**src/rtl/decode_issue_queue.sv**
```systemverilog
// rtl/decode_issue_queue.sv - in-order decode-to-issue queue with single-outstanding-branch hold
//
// Purpose: circular buffer of DEPTH decoded entries between decode and issue.
// After a control-flow entry is handed to issue, presentation stops until
// resolve_branch_i arrives; pushes are still accepted in the meantime.
//
// Ports:
//   clk_i, rst_i            clock, synchronous active-high reset
//   flush_i                 drop all entries, clear branch wait
//   decoded_instr_*         decoder side (payload, valid, ctrl-flow flag, ack)
//   issue_instr_*           issue side (head payload, valid, ctrl-flow flag, ack)
//   resolve_branch_i        outstanding control-flow instruction resolved
//   occupancy_o             registered entry count
//   branch_pending_o        high while waiting for a resolve
module decode_issue_queue #(
  parameter int DEPTH      = 4,
  parameter int DATA_WIDTH = 128
) (
  input  logic                       clk_i,
  input  logic                       rst_i,
  input  logic                       flush_i,
  input  logic [DATA_WIDTH-1:0]      decoded_instr_i,
  input  logic                       decoded_instr_valid_i,
  input  logic                       is_ctrl_flow_i,
  output logic                       decoded_instr_ack_o,
  output logic [DATA_WIDTH-1:0]      issue_instr_o,
  output logic                       issue_instr_valid_o,
  output logic                       issue_is_ctrl_flow_o,
  input  logic                       issue_instr_ack_i,
  input  logic                       resolve_branch_i,
  output logic [$clog2(DEPTH+1)-1:0] occupancy_o,
  output logic                       branch_pending_o
);

  localparam int PTR_W = $clog2(DEPTH);
  localparam int CNT_W = $clog2(DEPTH + 1);

  localparam logic [0:0] ST_RUN          = 1'b0;
  localparam logic [0:0] ST_WAIT_RESOLVE = 1'b1;

  logic [DATA_WIDTH-1:0] payload_mem [DEPTH];
  logic [DEPTH-1:0]      ctrl_mem;
  logic [PTR_W-1:0]      wr_ptr;
  logic [PTR_W-1:0]      rd_ptr;
  logic [CNT_W-1:0]      count;
  logic [0:0]            state;

  logic push;
  logic pop;
  logic head_ctrl;

  assign head_ctrl = ctrl_mem[rd_ptr];

  // No pass-through when full: a same-cycle pop does not free a slot for the push.
  assign decoded_instr_ack_o = !rst_i && !flush_i && (count < CNT_W'(DEPTH));
  assign issue_instr_valid_o = !rst_i && !flush_i && (count != '0) && (state == ST_RUN);

  assign push = decoded_instr_valid_i && decoded_instr_ack_o;
  assign pop  = issue_instr_valid_o && issue_instr_ack_i;

  assign issue_instr_o        = payload_mem[rd_ptr];
  assign issue_is_ctrl_flow_o = head_ctrl;

  assign occupancy_o      = rst_i ? '0 : count;
  assign branch_pending_o = !rst_i && (state == ST_WAIT_RESOLVE);

  // Payload storage carries no reset; only valid slots are ever presented.
  always_ff @(posedge clk_i) begin
    if (push) begin
      payload_mem[wr_ptr] <= decoded_instr_i;
      ctrl_mem[wr_ptr]    <= is_ctrl_flow_i;
    end
  end

  always_ff @(posedge clk_i) begin
    if (rst_i || flush_i) begin
      wr_ptr <= '0;
      rd_ptr <= '0;
      count  <= '0;
    end else begin
      if (push) wr_ptr <= wr_ptr + PTR_W'(1);
      if (pop)  rd_ptr <= rd_ptr + PTR_W'(1);
      case ({push, pop})
        2'b10:   count <= count + CNT_W'(1);
        2'b01:   count <= count - CNT_W'(1);
        default: count <= count;
      endcase
    end
  end

  // A resolve seen in the same cycle as a control-flow pop belongs to an
  // older branch, so RUN only looks at the pop.
  always_ff @(posedge clk_i) begin
    if (rst_i || flush_i) begin
      state <= ST_RUN;
    end else begin
      case (state)
        ST_RUN:          if (pop && head_ctrl) state <= ST_WAIT_RESOLVE;
        ST_WAIT_RESOLVE: if (resolve_branch_i) state <= ST_RUN;
        default:         state <= ST_RUN;
      endcase
    end
  end

endmodule

```
**config.mk**
```make
export PLATFORM = sky130hd
export DESIGN_NAME = decode_issue_queue
export DESIGN_NICKNAME = d
export VERILOG_FILES = /design/src/rtl/decode_issue_queue.sv
export SDC_FILE = /design/constraint.sdc
export NUM_CORES = 1
export LEC_CHECK = 0
export ABC_AREA = 1
export BUFFER_PORTS_ARGS = -buffer_cell sky130_fd_sc_hd__buf_2
export CORE_MARGIN = 1.5
export CORE_UTILIZATION = 59
export CTS_BUF_LIST = sky130_fd_sc_hd__clkbuf_4 sky130_fd_sc_hd__clkbuf_8
export DETAILED_ROUTE_END_ITERATION = 8
export PLACE_DENSITY = 0.81
export SYNTH_ARGS = -nofsm -noshare
export SYNTH_HDL_FRONTEND = slang
export SYNTH_SLANG_ARGS = --single-unit
```
**constraint.sdc**
```tcl
create_clock -name clk_i -period 9.27 [get_ports clk_i]
set_clock_uncertainty 0.1 [all_clocks]
set_input_delay 0.927 -clock clk_i [delete_from_list [all_inputs] [get_ports clk_i]]
set_output_delay 0.927 -clock clk_i [all_outputs]
set_load 0.02 [all_outputs]
```
==> results.json <==
{
  "worst_slew_pin_slew_ns": 1.24,
  "routed_wl_um": 42000,
  "synth_ff_type": "edfxtp_1",
  "ir_worst_vdd_uv": 189,
  "async_flop_share_pct": 0,
  "wl_met3_um": 4040,
  "fin_area_sq_mm": 0.0231,
  "timing.fmax_ghz": 0.212,
  "maxCapViolations": 0,
  "cts_buffer_depth": 3,
  "cts-root-buf": "clkbuf_8",
  "leakage_nw": 8.08,
  "worst_ep_arrival_time_ns": 3.68,
  "r2r_start": "count[2]",
  "dp.cells": 1975,
  "synth_area_leaders": "edfxtp_1 (77%), nor2_1 (4.5%), o21ai_0 (3.6%)",
  "core_area_sq_mm": 0.0334,
  "path_delay_family": "buffers and inverters",
  "fin_cells": 2129,
  "power_density_mw_per_mm2": 201,
  "synth.top_cell.area_share_pct": 77.3,
  "hpwl_um": 23000,
  "outcome": "finished clean",
  "htree_num_levels": 3,
  "antenna_found_initial": 14,
  "syn-num-nets": 1470,
  "cts_tree": "yes",
  "antenna_left": 0,
  "drtIter0Drc": 1212,
  "slowest_delay_ns": 1.04,
  "port_buffers": 269,
  "final_core_util_pct": 69.1,
  "setup_violations": 0,
  "final_cell_mix": "edfxtp_1 (516), buf_2 (269), nor2_1 (237)",
  "clk_pin_slew_worst_paths_ns": 0.06,
  "slew_violations": 0,
  "pre_cts_slack_ns": 5.16,
  "criticalPathCategory": "flip-flop to primary output",
  "crit_fanout": 143,
  "route.detailed.drc": 0,
  "fin_crit_ns": 4.71,
  "fp-row-count": 67,
  "fin_ws_ns": 4.56,
  "cts_resized": 0,
  "cts_sinks": 526,
  "die-width_um": 187,
  "area_growth_pct": 15.3,
  "die_y_um": 187,
  "ys_seq_area_share_pct": 78.3,
  "finalHoldViolations": 0,
  "avgSynthCellArea_sq_um": 15.1,
  "post_drt_via_cell_ratio": 5.70,
  "final_common_cell": "edfxtp_1",
  "drt-met1-wl_um": 16500,
  "syn_inst": 1329,
  "grt_max_degree": 144,
  "yosysUniqueCellTypes": 23,
  "timing.final.crit_share_pct": 50.8,
  "vias": 12128,
  "grt_pass1_vias": 11817,
  "wl_per_cell_um": 19.7,
  "whs_path_depth": 2,
  "rsz0062_at_grt": "false",
  "cts_buffers": 80,
  "start_kind": "flip-flop",
  "min-delay-start": "count[1]",
  "synth_edf_count": 516,
  "post_dp_cell_area_sq_mm": 0.0215,
  "grt_use_total_pct": 23.9,
  "ios": 270,
  "crit_buf_inv": 3,
  "cts_setup_buffers": 0,
  "fin_setup_tns_ns": 0,
  "top_layer": "met5",
  "initial_core_util_pct": 59.9,
  "ys_seq_elements": 526,
  "synth_warnings": 0,
  "crit_chain": "inv_8 > buf_4 > o21ai_0 > o22ai_1 > buf_2",
  "place_congestion": 0.766,
  "yosysTopAreaCell": "edfxtp_1",
  "overflow": 0,
  "layout-drive-gt1-share_pct": 29.1,
  "wl_met2_um": 20200,
  "hold_class": "flip-flop to flip-flop",
  "dieArea_sq_mm": 0.0351,
  "slowest_stage": "buf_4",
  "clk_latency_ns": 0.61,
  "first_pass_iters": 5,
  "slew_headroom_pct": 17.1,
  "reg2reg_depth": 4,
  "ctsHoldBuffers": 0,
  "crit_required_ns": 8.24,
  "fin_nets": 1750,
  "grt_pass1_wl_um": 64100,
  "syn_area_sq_mm": 0.0200,
  "worstSetupEndpointType": "primary output",
  "crit_cells": 5
}
-- per-layer routing --
layer  vias to the layer above  GRT usage [%]
met5                         -              0
met4                        14           9.86
met3                        85           6.25
met2                       609           37.4
met1                      5819           32.2
li1                       5601              -
-- final timing paths --
kind,slack (ns),to
worst max-delay path,4.56,issue_instr_o[115]
worst min register to register,0.40,count[1]
worst max register to register,6.32,payload_mem[2][121]
worst min-delay path,0.40,count[1]
-- worst reg2reg max path, stage by stage, from the launching register on --
cell and delay (ns):
dfxtp_1 0.31, nor2_1 0.17, nand2_2 0.23, nor2_4 0.85, buf_4 0.87
-- state kept, by name (all words and copies together) (netlist names), named ones only --
name / count
count: 3
state: 1
rd_ptr: 2
wr_ptr: 2
payload_mem: 512
ctrl_mem: 4
-- cell usage after synthesis, types with 6 or more instances --
cell type    n
buf_4        9
clkbuf_1    36
buf_6       17
nor2_2      37
o22ai_2     40
nand2_1     15
nor2_1     241
a21oi_1      6
o22ai_1     88
inv_1       15
dfxtp_1     10
o21ai_0    145
edfxtp_1   516
o21ai_1    115
buf_2       17
-- area by class of cell --
type / count / area [sq um]
Clock inverter: 39 / 267
Tap cell: 448 / 561
Multi-Input combinational cell: 699 / 3720
Sequential cell: 526 / 15700
Inverter: 20 / 85.1
Clock buffer: 105 / 1310
Antenna cell: 10 / 25.0
Fill cell: 2199 / 10300
Timing Repair Buffer: 282 / 1440
-- metrics by stage --
stage | hold WS [ns] | power (mW)
after floorplan | 0.359 | 2.75
after global placement | 0.369 | 2.82
after detailed placement | 0.386 | 2.82
after CTS | 0.374 | 4.68
after global routing | 0.395 | 4.78
final | 0.396 | 4.64
-- cell families (layout without fill, tap and decap cells) --
kind of cell / after synthesis / in the layout / synth area share [%]
adder cells (fa/ha/maj): 6 / 6 / 0.412
AO/OA/AOI/OAI: 394 / 394 / 11.9
flip-flops: 526 / 526 / 78.3
buffers and inverters: 104 / 446 / 3.28
other: 0 / 10 / 0
AND/OR/NAND/NOR: 299 / 299 / 6.11
-- where the power goes --
part / internal, mW / leakage (nW) / switching [mW]
clock network: 1.03 / 0.812 / 0.841
registers: 2.63 / 4.74 / 0.00584
logic: 0.0448 / 2.52 / 0.0896
No activity file was read; power rests on OpenSTA's default activity.
